`config.mk`:
```
export PLATFORM = sky130hd
export DESIGN_NAME = painterengine_gpu_reader
export DESIGN_NICKNAME = d
export VERILOG_FILES = /design/src/rtl/painterengine_gpu_reader.sv
export SDC_FILE = /design/constraint.sdc
export NUM_CORES = 1
export LEC_CHECK = 0
export ABC_AREA = 1
export CAP_MARGIN = 20
export CORE_MARGIN = 2
export CORE_UTILIZATION = 57
export CTS_BUF_LIST = sky130_fd_sc_hd__clkbuf_2
export DETAILED_ROUTE_END_ITERATION = 8
export GPL_TIMING_DRIVEN = 0
export HOLD_SLACK_MARGIN = 0.15
export MAX_ROUTING_LAYER = met4
export PLACE_DENSITY = 0.86
export SYNTH_ARGS = -nofsm -noshare
export SYNTH_HDL_FRONTEND = slang
export SYNTH_SLANG_ARGS = --single-unit
```
`constraint.sdc`:
```
create_clock -name i_wire_clock -period 6.58 [get_ports i_wire_clock]
set_input_delay 0.987 -clock i_wire_clock [delete_from_list [all_inputs] [get_ports i_wire_clock]]
set_output_delay 0.987 -clock i_wire_clock [all_outputs]
set_load 0.03 [all_outputs]
```
`src/rtl/painterengine_gpu_reader.sv`:
```
// AXI4 burst reader: streams a linear run of 32-bit words from memory to a consumer,
// splitting the run into bursts that never cross a 4 KB page, one burst in flight at a time.
module painterengine_gpu_reader #(
  parameter int unsigned C_MAX_BURST = 64
) (
  input  logic        i_wire_clock,
  input  logic        i_wire_resetn,
  input  logic        i_wire_reader_resetn,
  input  logic [31:0] i_wire_address,
  input  logic [31:0] i_wire_length,
  output logic        o_wire_done,
  output logic        o_wire_error,
  output logic [31:0] o_wire_data,
  output logic        o_wire_data_valid,
  input  logic        i_wire_data_next,
  output logic [31:0] o_wire_m_axi_araddr,
  output logic [7:0]  o_wire_m_axi_arlen,
  output logic [2:0]  o_wire_m_axi_arsize,
  output logic [1:0]  o_wire_m_axi_arburst,
  output logic        o_wire_m_axi_arvalid,
  input  logic        i_wire_m_axi_arready,
  input  logic [31:0] i_wire_m_axi_rdata,
  input  logic [1:0]  i_wire_m_axi_rresp,
  input  logic        i_wire_m_axi_rlast,
  input  logic        i_wire_m_axi_rvalid,
  output logic        o_wire_m_axi_rready
);

  typedef enum logic [2:0] {
    S_IDLE,
    S_CALC,
    S_ADDR,
    S_DATA,
    S_DONE,
    S_ERROR,
    S_DRAIN
  } state_t;

  localparam logic [8:0] MAX_BEATS = C_MAX_BURST[8:0];

  state_t      state_q;
  logic [31:0] addr_q;
  logic [31:0] remaining_q;
  logic [8:0]  beats_q;
  logic [8:0]  beat_cnt_q;
  logic        burst_err_q;
  logic        late_q;
  logic        abort_q;
  logic [31:0] araddr_q;
  logic [7:0]  arlen_q;
  logic        arvalid_q;
  logic        done_q;
  logic        error_q;

  logic [31:0] page_words_d;
  logic [8:0]  rem_clamp_d;
  logic [8:0]  page_clamp_d;
  logic [8:0]  beats_d;
  logic        rready_d;
  logic        beat_acc_d;
  logic        exp_last_d;
  logic        resp_bad_d;
  logic        flag_now_d;
  logic [31:0] step_bytes_d;
  logic [31:0] remaining_after_d;

  // Words left before the next 4 KB page; addr_q is word aligned so this is exact.
  assign page_words_d = (32'd4096 - {20'd0, addr_q[11:0]}) >> 2;

  always_comb begin
    rem_clamp_d  = (remaining_q > 32'd256) ? 9'd256 : remaining_q[8:0];
    page_clamp_d = (page_words_d > 32'd256) ? 9'd256 : page_words_d[8:0];
    beats_d      = rem_clamp_d;
    if (MAX_BEATS < beats_d) beats_d = MAX_BEATS;
    if (page_clamp_d < beats_d) beats_d = page_clamp_d;
  end

  always_comb begin
    rready_d = 1'b0;
    if (state_q == S_DATA) rready_d = i_wire_data_next;
    else if (state_q == S_DRAIN) rready_d = 1'b1;
  end

  assign beat_acc_d        = i_wire_m_axi_rvalid & rready_d;
  assign exp_last_d        = (beat_cnt_q == beats_q - 9'd1);
  assign resp_bad_d        = (i_wire_m_axi_rresp != 2'b00);
  assign flag_now_d        = burst_err_q | resp_bad_d | (i_wire_m_axi_rlast != exp_last_d);
  assign step_bytes_d      = {21'd0, beats_q, 2'b00};
  assign remaining_after_d = remaining_q - {23'd0, beats_q};

  always_ff @(posedge i_wire_clock or negedge i_wire_resetn) begin
    if (!i_wire_resetn) begin
      state_q     <= S_IDLE;
      addr_q      <= 32'd0;
      remaining_q <= 32'd0;
      beats_q     <= 9'd0;
      beat_cnt_q  <= 9'd0;
      burst_err_q <= 1'b0;
      late_q      <= 1'b0;
      abort_q     <= 1'b0;
      araddr_q    <= 32'd0;
      arlen_q     <= 8'd0;
      arvalid_q   <= 1'b0;
      done_q      <= 1'b0;
      error_q     <= 1'b0;
    end else begin
      case (state_q)
        S_IDLE: begin
          if (i_wire_reader_resetn) begin
            addr_q      <= i_wire_address;
            remaining_q <= i_wire_length;
            if (i_wire_address[1:0] != 2'b00) begin
              state_q <= S_ERROR;
              error_q <= 1'b1;
            end else if (i_wire_length == 32'd0) begin
              state_q <= S_DONE;
              done_q  <= 1'b1;
            end else begin
              state_q <= S_CALC;
            end
          end
        end
        S_CALC: begin
          if (!i_wire_reader_resetn) begin
            state_q <= S_IDLE;
          end else begin
            araddr_q    <= addr_q;
            arlen_q     <= beats_d[7:0] - 8'd1;
            arvalid_q   <= 1'b1;
            beats_q     <= beats_d;
            beat_cnt_q  <= 9'd0;
            burst_err_q <= 1'b0;
            late_q      <= 1'b0;
            abort_q     <= 1'b0;
            state_q     <= S_ADDR;
          end
        end
        S_ADDR: begin
          // An abort cannot retract an offered address; remember it and drain afterwards.
          if (i_wire_m_axi_arready) begin
            arvalid_q <= 1'b0;
            state_q   <= (abort_q || !i_wire_reader_resetn) ? S_DRAIN : S_DATA;
          end else if (!i_wire_reader_resetn) begin
            abort_q <= 1'b1;
          end
        end
        S_DATA: begin
          if (!i_wire_reader_resetn) begin
            state_q <= (beat_acc_d && i_wire_m_axi_rlast) ? S_IDLE : S_DRAIN;
          end else if (beat_acc_d) begin
            if (late_q) begin
              if (i_wire_m_axi_rlast) begin
                state_q <= S_ERROR;
                error_q <= 1'b1;
              end
            end else begin
              beat_cnt_q <= beat_cnt_q + 9'd1;
              if (exp_last_d && !i_wire_m_axi_rlast) begin
                // Slave overruns the burst: swallow beats until its rlast shows up.
                late_q      <= 1'b1;
                burst_err_q <= 1'b1;
              end else if (exp_last_d || i_wire_m_axi_rlast) begin
                addr_q      <= addr_q + step_bytes_d;
                remaining_q <= remaining_after_d;
                if (flag_now_d) begin
                  state_q <= S_ERROR;
                  error_q <= 1'b1;
                end else if (remaining_after_d == 32'd0) begin
                  state_q <= S_DONE;
                  done_q  <= 1'b1;
                end else begin
                  state_q <= S_CALC;
                end
              end else begin
                burst_err_q <= flag_now_d;
              end
            end
          end
        end
        S_DONE: begin
          if (!i_wire_reader_resetn) begin
            state_q <= S_IDLE;
            done_q  <= 1'b0;
          end
        end
        S_ERROR: begin
          if (!i_wire_reader_resetn) begin
            state_q <= S_IDLE;
            error_q <= 1'b0;
          end
        end
        S_DRAIN: begin
          if (beat_acc_d && i_wire_m_axi_rlast) state_q <= S_IDLE;
        end
        default: state_q <= S_IDLE;
      endcase
    end
  end

  assign o_wire_done          = done_q;
  assign o_wire_error         = error_q;
  assign o_wire_data          = i_wire_m_axi_rdata;
  assign o_wire_data_valid    = beat_acc_d & (state_q == S_DATA) & ~burst_err_q & ~resp_bad_d;
  assign o_wire_m_axi_araddr  = araddr_q;
  assign o_wire_m_axi_arlen   = arlen_q;
  assign o_wire_m_axi_arsize  = 3'b010;
  assign o_wire_m_axi_arburst = 2'b01;
  assign o_wire_m_axi_arvalid = arvalid_q;
  assign o_wire_m_axi_rready  = rready_d;

endmodule

```
Word-level counts from Yosys, hierarchy flattened
Index checks and enable logic that the tools add are counted.
Widths: inputs -> output; s select.
{ "word_totals": {"ff_bits": 131, "latchBits": 0, "ram_bits": 0, "rom_bits": 0, "output_inout_bits": 82, "word_cells": 177, "mem_count": 0} }
{ "classes": {"add_sub_neg": 6, "multipliers": 0, "div_mod_pow": 0, "n_lt_le_gt_ge": 4, "eq_ne": 36, "shift": 0, "muxes": 83, "n_bitwise": 8, "n_reduce_logical": 27} }
{ "ops": {"columns": ["op", "count"], "rows": [
  ["$mux 32", 12],
  ["$pmux 32 s2", 2],
  ["$mux 9", 8],
  ["$logic_not 32->1", 2],
  ["$mux 3", 16],
  ["$mux 1", 36],
  ["$add 32x11->32", 1],
  ["$gt 32x9->1 const B", 1],
  ["$ne 2x2->1 const B", 16],
  ["$sub 32x9->32", 1],
  ["$gt 30x9->1 const B", 1],
  ["$pmux 3 s6", 1],
  ["$pmux 9 s2", 1],
  ["$ne 3x3->1 const B", 5],
  ["$sub 13x12->14 const A", 1],
  ["$reduce_and 12->1", 1],
  ["$reduce_and 10->1", 1],
  ["$reduce_bool 2->1", 5],
  ["$add 9x1->9 const B", 1],
  ["$eq 3x3->1 const B", 3],
  ["$eq 9x9->1", 1],
  ["$lt 7x9->1 const A", 1],
  ["$lt 9x9->1", 1],
  ["$sub 9x1->9 const B", 1],
  ["other kinds (27)", 45]
]} }

Depth between registers and ports, before layout
Gate-level depths: netlist of the first run.
{ "depth": {"depth_word": 11, "ltp_mapped": 26, "depth_no_buf": 25} }

Worst setup path before layout of the first run
OpenSTA, ideal clock, no wires.
{ "synth_timing": {"path_kind": "register -> register", "startpoint": "register addr_q[1]", "endpoint": "register arlen_q[6], in the netlist o_wire_m_axi_arlen[6]", "setup_ns": 0.118, "arrival_ns": 3.205, "setup_slack_ns": 3.257, "stages_incl_launch_ff": 24, "synth_period_minus_slack_ns": 3.323, "path_cell_list": "dfrtp_1 > nor2_4 > nand2_4 > o21ai_2 > nand2_1 > nor2_1 > nand3_1 > nand2_2 > nand2_1 > a21oi_1 > ha_1 > nand4_1 > nor3_1 > nand2_4 > nand2_8 > buf_12 > nand2_4 > o21ai_4 > ha_1 > nand3_2 > nor2_2 > nand3_1 > nand3_1 > nand2_1"} }
{ "synth_between": {"elab_chain_cells": 6} }
{ "synth_rtl": {"columns": ["element", "line_no", "source"], "rows": [
  ["from (decl)", "42", "logic [31:0] addr_q;"],
  ["from (signal assigned)", "110", "addr_q <= i_wire_address;"],
  ["from (signal assigned)", "163", "addr_q <= addr_q + step_bytes_d;"],
  ["$sub 13x12->14 (*)", "68", "assign page_words_d = (32'd4096 - {20'd0, addr_q[11:0]}) >> 2;"],
  ["$gt 30x9->1", "72", "page_clamp_d = (page_words_d > 32'd256) ? 9'd256 : page_words_d[8:0];"],
  ["$mux 9 (*)", "72", null],
  ["$lt 9x9->1", "75", "if (page_clamp_d < beats_d) beats_d = page_clamp_d;"],
  ["$mux 9 (*)", "75", null],
  ["$sub 8x1->8 (*)", "128", "arlen_q <= beats_d[7:0] - 8'd1;"],
  ["to (signal assigned)", "128", null],
  ["to (decl)", "50", "logic [7:0] arlen_q;"]
]} }
Every way passes the cells marked *; elsewhere a longest branch is shown, timed or not.
A chain may end at the register's enable or synchronous reset.

Final worst setup path of the first run
{ "layout_timing": {"startpoint": "register state_q[2]", "endpoint": "output port o_wire_data_valid"} }
{ "layout_between": {"elab_chain_cells": 7, "elab_cells_between_ends": 8, "classes_between": "eq/ne (2); mux (2); bitwise (4)"} }
{ "layout_rtl": {"columns": ["element", "line_no", "source"], "rows": [
  ["from (decl)", "41", "state_t state_q;"],
  ["from (signal assigned)", "142", "state_q <= (abort_q || !i_wire_reader_resetn) ? S_DRAIN : S_DATA;"],
  ["from (signal assigned)", "149", "state_q <= (beat_acc_d && i_wire_m_axi_rlast) ? S_IDLE : S_DRAIN;"],
  ["$eq 3x3->1", "81", "else if (state_q == S_DRAIN) rready_d = 1'b1;"],
  ["$mux 1", "81", null],
  ["$mux 1", "80", "if (state_q == S_DATA) rready_d = i_wire_data_next;"],
  ["$and 1x1->1", "84", "assign beat_acc_d = i_wire_m_axi_rvalid & rready_d;"],
  ["$and 1x1->1 (*) (3 in series)", "203", "assign o_wire_data_valid = beat_acc_d & (state_q == S_DATA) & ~burst_err_q & ~resp_bad_d;"],
  ["to (decl)", "14", "output logic o_wire_data_valid,"]
]} }
Marked as above.

==> results.json, run 1 <==
{
  "status": "completed",
  "max_freq_mhz": 215,
  "yosysMostFrequentCell": "nand2_1",
  "synth_warnings": 0,
  "io-pin-count": 187,
  "period_share": 0.708,
  "dr_total_vias": 10000,
  "port_buffers": 149,
  "cts_setup_buffers": 0,
  "slew_violations": 0,
  "grt_max_degree": 78,
  "cts.sinks": 131,
  "grtUsageMet3": 0.0491,
  "die_y_um": 134,
  "die-area_um2": 18000,
  "fin_skew_ns": 0.0326,
  "ctsResizeCount": 0,
  "p_leak_nw": 5.36,
  "grt_overflow": 0,
  "arrival_ns": 3.67,
  "grtUsageTotal": 0.353,
  "numCtsBuffers": 17,
  "fillers": 1439,
  "fin_nets": 1661,
  "seqCellArea_um2": 3280,
  "finalSetupViolCount": 0,
  "syn2layout_area_growth_pct": 21.4,
  "async_reset_ff_frac": 1.00,
  "clk_pin_slew_ns": 0.24,
  "layout-drive-gt1-share": 0.0905,
  "p_seq_frac": 0.273,
  "swShare": 0.534,
  "via_per_inst": 5.72,
  "avgSynthCellArea_um2": 7.15,
  "synth_edf_count": 0,
  "multi_input_area_um2": 5230,
  "yosysSeqAreaShare": 0.340,
  "internal_power_mw": 2.60,
  "netlist_top_cells_count": "nand2_1 (275), inv_1 (176), nor2_1 (135)",
  "worst_ep_required_time_ns": 5.59,
  "tightest_slew_ns": 0.998,
  "peakVddDrop_mv": 0.246,
  "antenna_found_initial": 1,
  "die_w_um": 134,
  "drtIter0Drc": 1119,
  "r2r_cells": 24,
  "power_density_nw_per_um2": 476,
  "r2r_slack_ns": 2.42,
  "synth.distinct_cells": 54,
  "drt_first_pass_iters": 8,
  "p_sw_mw": 2.98,
  "clockBufferDepth": 2,
  "core-area_um2": 16600,
  "p_comb_frac": 0.632,
  "synth_seq_cells": 131,
  "drc": 0,
  "power_mw": 5.57,
  "ctsHoldBuffers": 0,
  "cp_slowest_cell": "clkdlybuf4s50_1",
  "gp_congestion": 1.03,
  "path_max_fanout": 10,
  "timing.rr.start": "remaining_q[22]",
  "p_clk_frac": 0.095,
  "rows": 47,
  "netlist_area_um2": 9640,
  "cpPeakStageDelay_ns": 0.70,
  "maxCapViolCount": 0,
  "clk-insertion-delay-late_ns": 0.78,
  "max-slew-margin-rel": 0.330,
  "cts_tree": "done",
  "grt_pass1_wl_um": 48400,
  "ant_nets": 0,
  "ys.flop_type": "dfrtp_1",
  "ctsHtreeMaxLevel": 4,
  "busiest_layer": "met2",
  "gr-usage-met1": 0.474,
  "final_util": 0.706,
  "synth_area_leader_cell": "dfrtp_1",
  "yosysTopAreaCellShare": 0.340,
  "wirelength_um": 30600,
  "cp_cell_sequence": "buf_4 > nor3_4 > inv_2 > clkbuf_1 > buf_1 > nor3_1 > clkdlybuf4s50_1",
  "reg2reg_to": "o_wire_m_axi_arlen[6]",
  "post_drt_wl_per_cell_um": 17.4,
  "grt.met2_usage": 0.560,
  "rsz0062_at_grt": "false",
  "clockRootBuffer": "clkbuf_2",
  "end_kind": "output port",
  "min_path_type": "input pin to async pin",
  "finalCriticalPeriod_ns": 4.66,
  "syn_inst": 1349,
  "first_global_vias": 9425,
  "hpwlAfterDp_um": 24000,
  "start_util": 0.581,
  "worstSetupStartpointType": "register",
  "synthTopCellsByArea": "dfrtp_1 (34%), nand2_1 (11%), o21ai_0 (6.9%), inv_1 (6.9%), nor2_1 (5.3%)",
  "crit_type": "register to output port",
  "hold_viol": 0
}
[critical path, delay by kind of cell, from the launching register on]
family / cells / cell delay, ns
buf+inv: 5 / 1.82
flops: 1 / 0.41
simple gates: 2 / 0.68
[kinds of logic after synthesis]
family | Yosys count | synth area share
AND/OR/NAND/NOR | 597 | 0.279
multiplexers | 2 | 0.00234
flip-flops | 131 | 0.340
adder cells (fa/ha/maj) | 33 | 0.0444
AO/OA/AOI/OAI | 278 | 0.169
buffers and inverters | 257 | 0.120
XOR/XNOR | 49 | 0.0445
other | 2 | 0.000779
[worst max-delay path by stage]
stage	startpoint	end	slack, ns
2_1_floorplan	addr_q[1]	o_wire_m_axi_arlen[6]	3.26
3_3_place_gp	i_wire_resetn	o_wire_m_axi_arlen[5]	-0.89
3_5_place_dp	remaining_q[22]	o_wire_m_axi_arlen[6]	2.55
4_1_cts	state_q[2]	o_wire_data_valid	1.89
5_1_grt	state_q[2]	o_wire_data_valid	1.73
6_report	state_q[2]	o_wire_data_valid	1.92
[power groups by stage]
stage                     logic [mW]  registers, mW  clock network [mW]
after floorplan                 2.24           1.65                   0
after global placement          3.40           1.52                   0
after detailed placement        3.45           1.52                   0
after CTS                       3.47           1.51               0.529
after global routing            3.87           1.56               0.563
final                           3.52           1.52               0.529
[layout make-up]
type                            instances  share of cell area
Tap cell                              220              0.0235
Clock buffer                           18             0.00770
Sequential cell                       131               0.280
Multi-Input combinational cell        966               0.447
Clock inverter                         14              0.0132
Antenna cell                            1            0.000214
Inverter                              180              0.0577
Timing Repair Buffer                  150               0.130
Buffer                                 77              0.0409
[metrics by stage]
| stage | setup TNS (ns) | area [um2] | setup slack, ns | hold WS (ns) | std cells |
|---|---|---|---|---|---|
| after floorplan | 0 | 9660 | 3.26 | 0.454 | 1354 |
| after global placement | -114.81 | 11400 | -0.886 | 0.464 | 1723 |
| after detailed placement | 0 | 11500 | 2.55 | 0.473 | 1724 |
| after CTS | 0 | 11700 | 1.89 | 0.191 | 1756 |
| after global routing | 0 | 11700 | 1.73 | 0.218 | 1757 |
| final | 0 | 11700 | 1.92 | 0.199 | 1757 |
[metal layers]
| metal | share of wire | up-vias |
|---|---|---|
| li1 | - | 4755 |
| met1 | 0.41 | 4680 |
| met2 | 0.47 | 527 |
| met3 | 0.088 | 82 |
| met4 | 0.031 | 0 |
| met5 | 0 | - |
[registers in the layout, indices dropped and copies added (netlist names)]
register,count
o_wire_error,1
state_q,3
o_wire_m_axi_araddr,32
o_wire_m_axi_arvalid,1
beats_q,9
addr_q,32
late_q,1
beat_cnt_q,9
burst_err_q,1
o_wire_done,1
abort_q,1
remaining_q,32
o_wire_m_axi_arlen,8
[placed cells by master (no fill, tap or decap), drive strengths merged, types with 3 or more instances in the layout]
master	count
a21oi	56
a31oi	4
buf	54
clkbuf	43
clkdlybuf4s50	148
clkinv	7
clkinvlp	3
conb	7
dfrtp	131
ha	31
inv	182
nand2	294
nand3	83
nand3b	4
nand4	16
nor2	146
nor3	33
nor4	16
o211ai	43
o21a	4
o21ai	147
o21bai	3
o221ai	3
o22ai	10
xnor2	14
xor2	35
(Power assumes the default switching activity.)
==> inputs of run 2 (changes only) <==
- CORE_UTILIZATION: 57 -> 55
- PLACE_DENSITY: 0.86 -> 0.83
- clock period: 6.58 -> 4.4 ns (I/O delays scaled with it)
==> run 2 against run 1 <==
  * Sequential cell count is the same
  * Critical path depth grew 17
  * Die area is 3.5% higher
  * Via count down 0.76%
  * Largest cell class unchanged
==> results.json, run 2 (synthesis results as in run 1) <==
{
  "status": "completed",
  "power_density_nw_per_um2": 718,
  "clk_pin_slew_ns": 0.23,
  "reg2reg_to": "o_wire_m_axi_arlen[6]",
  "timing.rr.start": "remaining_q[22]",
  "tns_ns": 0,
  "cts.sinks": 131,
  "final_cells": 1761,
  "hold_viol": 0,
  "drc": 0,
  "post_drt_wl_per_cell_um": 17.6,
  "fin_nets": 1661,
  "die_y_um": 136,
  "place_inst": 1729,
  "cpPeakStageDelay_ns": 0.48,
  "dr_total_vias": 9968,
  "drtIter0Drc": 1011,
  "ant_nets": 0,
  "crit_path_end": "o_wire_m_axi_arlen[6]",
  "max_freq_mhz": 244,
  "crit_top_cell": "nand2_1",
  "finalSetupViolCount": 0,
  "p_leak_nw": 5.39,
  "slew_violations": 0,
  "stdcell_area_um2": 11800,
  "start_util": 0.559,
  "clk-insertion-delay-late_ns": 0.76,
  "hpwlAfterDp_um": 24000,
  "period_share": 0.931,
  "peakVddDrop_mv": 0.334,
  "clockRootBuffer": "clkbuf_2",
  "layout-drive-gt1-share": 0.0905,
  "io-pin-count": 187,
  "grtUsageTotal": 0.348,
  "tightest_slew_ns": 0.971,
  "grt_pass1_wl_um": 48200,
  "cp.depth": 24,
  "cts_tree": "done",
  "clockBufferDepth": 2,
  "r2r_cells": 24,
  "fin_skew_ns": 0.0424,
  "ctsHtreeMaxLevel": 4,
  "end_kind": "register",
  "drt_first_pass_iters": 9,
  "worst_ep_required_time_ns": 5.06,
  "final_cell_mix": "nand2_1 (275), inv_1 (176), clkdlybuf4s50_1 (148)",
  "max-slew-margin-rel": 0.347,
  "power_mw": 8.43,
  "crit_type": "register to register",
  "r2r_slack_ns": 0.30,
  "maxCapViolCount": 0,
  "min_path_type": "input pin to async pin",
  "rows": 48,
  "placed_area_um2": 11500,
  "gp_congestion": 0.988,
  "path_max_fanout": 10,
  "grt_overflow": 0,
  "crit_start": "remaining_q[22]",
  "wirelength_um": 31000,
  "die-area_um2": 18600,
  "cp_top_family": "simple AND/OR/NAND/NOR gates",
  "numCtsBuffers": 17,
  "die_w_um": 136,
  "num_antenna_cells": 0,
  "core-area_um2": 17200,
  "crit_buf_inv": 4,
  "cp_slowest_cell": "dfrtp_1",
  "cp_cell_sequence": "nor2_2 > nand2_1 > nor2_1 > nand2_1 > inv_1 > nand4_1 > inv_1 > nand2_1 > nor3_1 > inv_1 > ha_1 > nand2_1 > o21a_1 > o221a_2 > nand2_8 > buf_12 > nand2_4 > o21ai_4 > ha_1 > nand3_2 > nor2_2 > nand3_1 > nand3_1 > nand2_1",
  "antenna_found_initial": 0,
  "port_buffers": 149,
  "final_common_cell": "nand2_1",
  "rsz0062_at_grt": "false",
  "finalCriticalPeriod_ns": 4.10,
  "syn2layout_area_growth_pct": 21.9,
  "worstSetupStartpointType": "register",
  "via_per_inst": 5.66,
  "first_global_vias": 9314,
  "grt_max_degree": 70,
  "arrival_ns": 4.75
}
run 2: metrics by stage:
step	worst slack, ns	hold slack [ns]	util
floorplan	1.08	0.364	-
global placement	-2.71	0.465	0.663
detailed placement	0.393	0.472	0.665
CTS	0.00701	0.443	0.682
global route	0.0425	0.456	0.682
finish	0.305	0.428	0.682
run 2: worst min-delay path by stage:
stage | start | to | slack, ns | cells past startpoint
final | i_wire_resetn | remaining_q[21] | 0.43 | 2
after global routing | i_wire_resetn | remaining_q[22] | 0.46 | 2
after CTS | i_wire_resetn | remaining_q[21] | 0.44 | 2
after detailed placement | o_wire_m_axi_araddr[3] | o_wire_m_axi_araddr[3] | 0.47 | 2
after global placement | o_wire_m_axi_araddr[12] | o_wire_m_axi_araddr[12] | 0.46 | 2
after floorplan | i_wire_resetn | abort_q | 0.36 | 0
run 2: worst register-to-register path, cell delays in order, from the launching register on:
cell     delay, ns
dfrtp_1       0.48
nor2_2        0.16
nand2_1       0.11
nor2_1        0.12
nand2_1       0.11
inv_1         0.10
nand4_1       0.18
inv_1         0.09
nand2_1       0.16
nor3_1        0.36
inv_1         0.09
ha_1          0.29
nand2_1       0.06
o21a_1        0.18
o221a_2       0.31
nand2_8       0.13
buf_12        0.15
nand2_4       0.06
o21ai_4       0.11
ha_1          0.24
nand3_2       0.13
nor2_2        0.15
nand3_1       0.08
nand3_1       0.09
nand2_1       0.07
run 2: cell type report:
type | instances | area (um2)
inverter | 180 | 676
tap | 225 | 282
fill | 1529 | 5490
sequential | 131 | 3280
timing repair buffer | 151 | 1530
multi-input combinational | 966 | 5230
clock buffer | 19 | 95.1
buffer | 76 | 475
clock inverter | 13 | 184
run 2: layer usage:
layer	vias to the layer above	routed length [um]	track usage
met5	-	0	-
met4	0	741	0.0990
met3	58	2440	0.0533
met2	446	14600	0.556
met1	4694	13200	0.461
li1	4770	-	-
run 2: power breakdown:
group | switching (mW) | internal (mW)
Sequential | 0.536 | 1.74
Combinational | 3.39 | 1.87
Clock | 0.509 | 0.379
run 2: timing repair:
item                                    CTS  global route
hold buffers                              1             0
gates resized for setup                   0             2
hold endpoints to repair                 68             0
endpoints found under the setup margin    0             2
setup buffers                             0             0
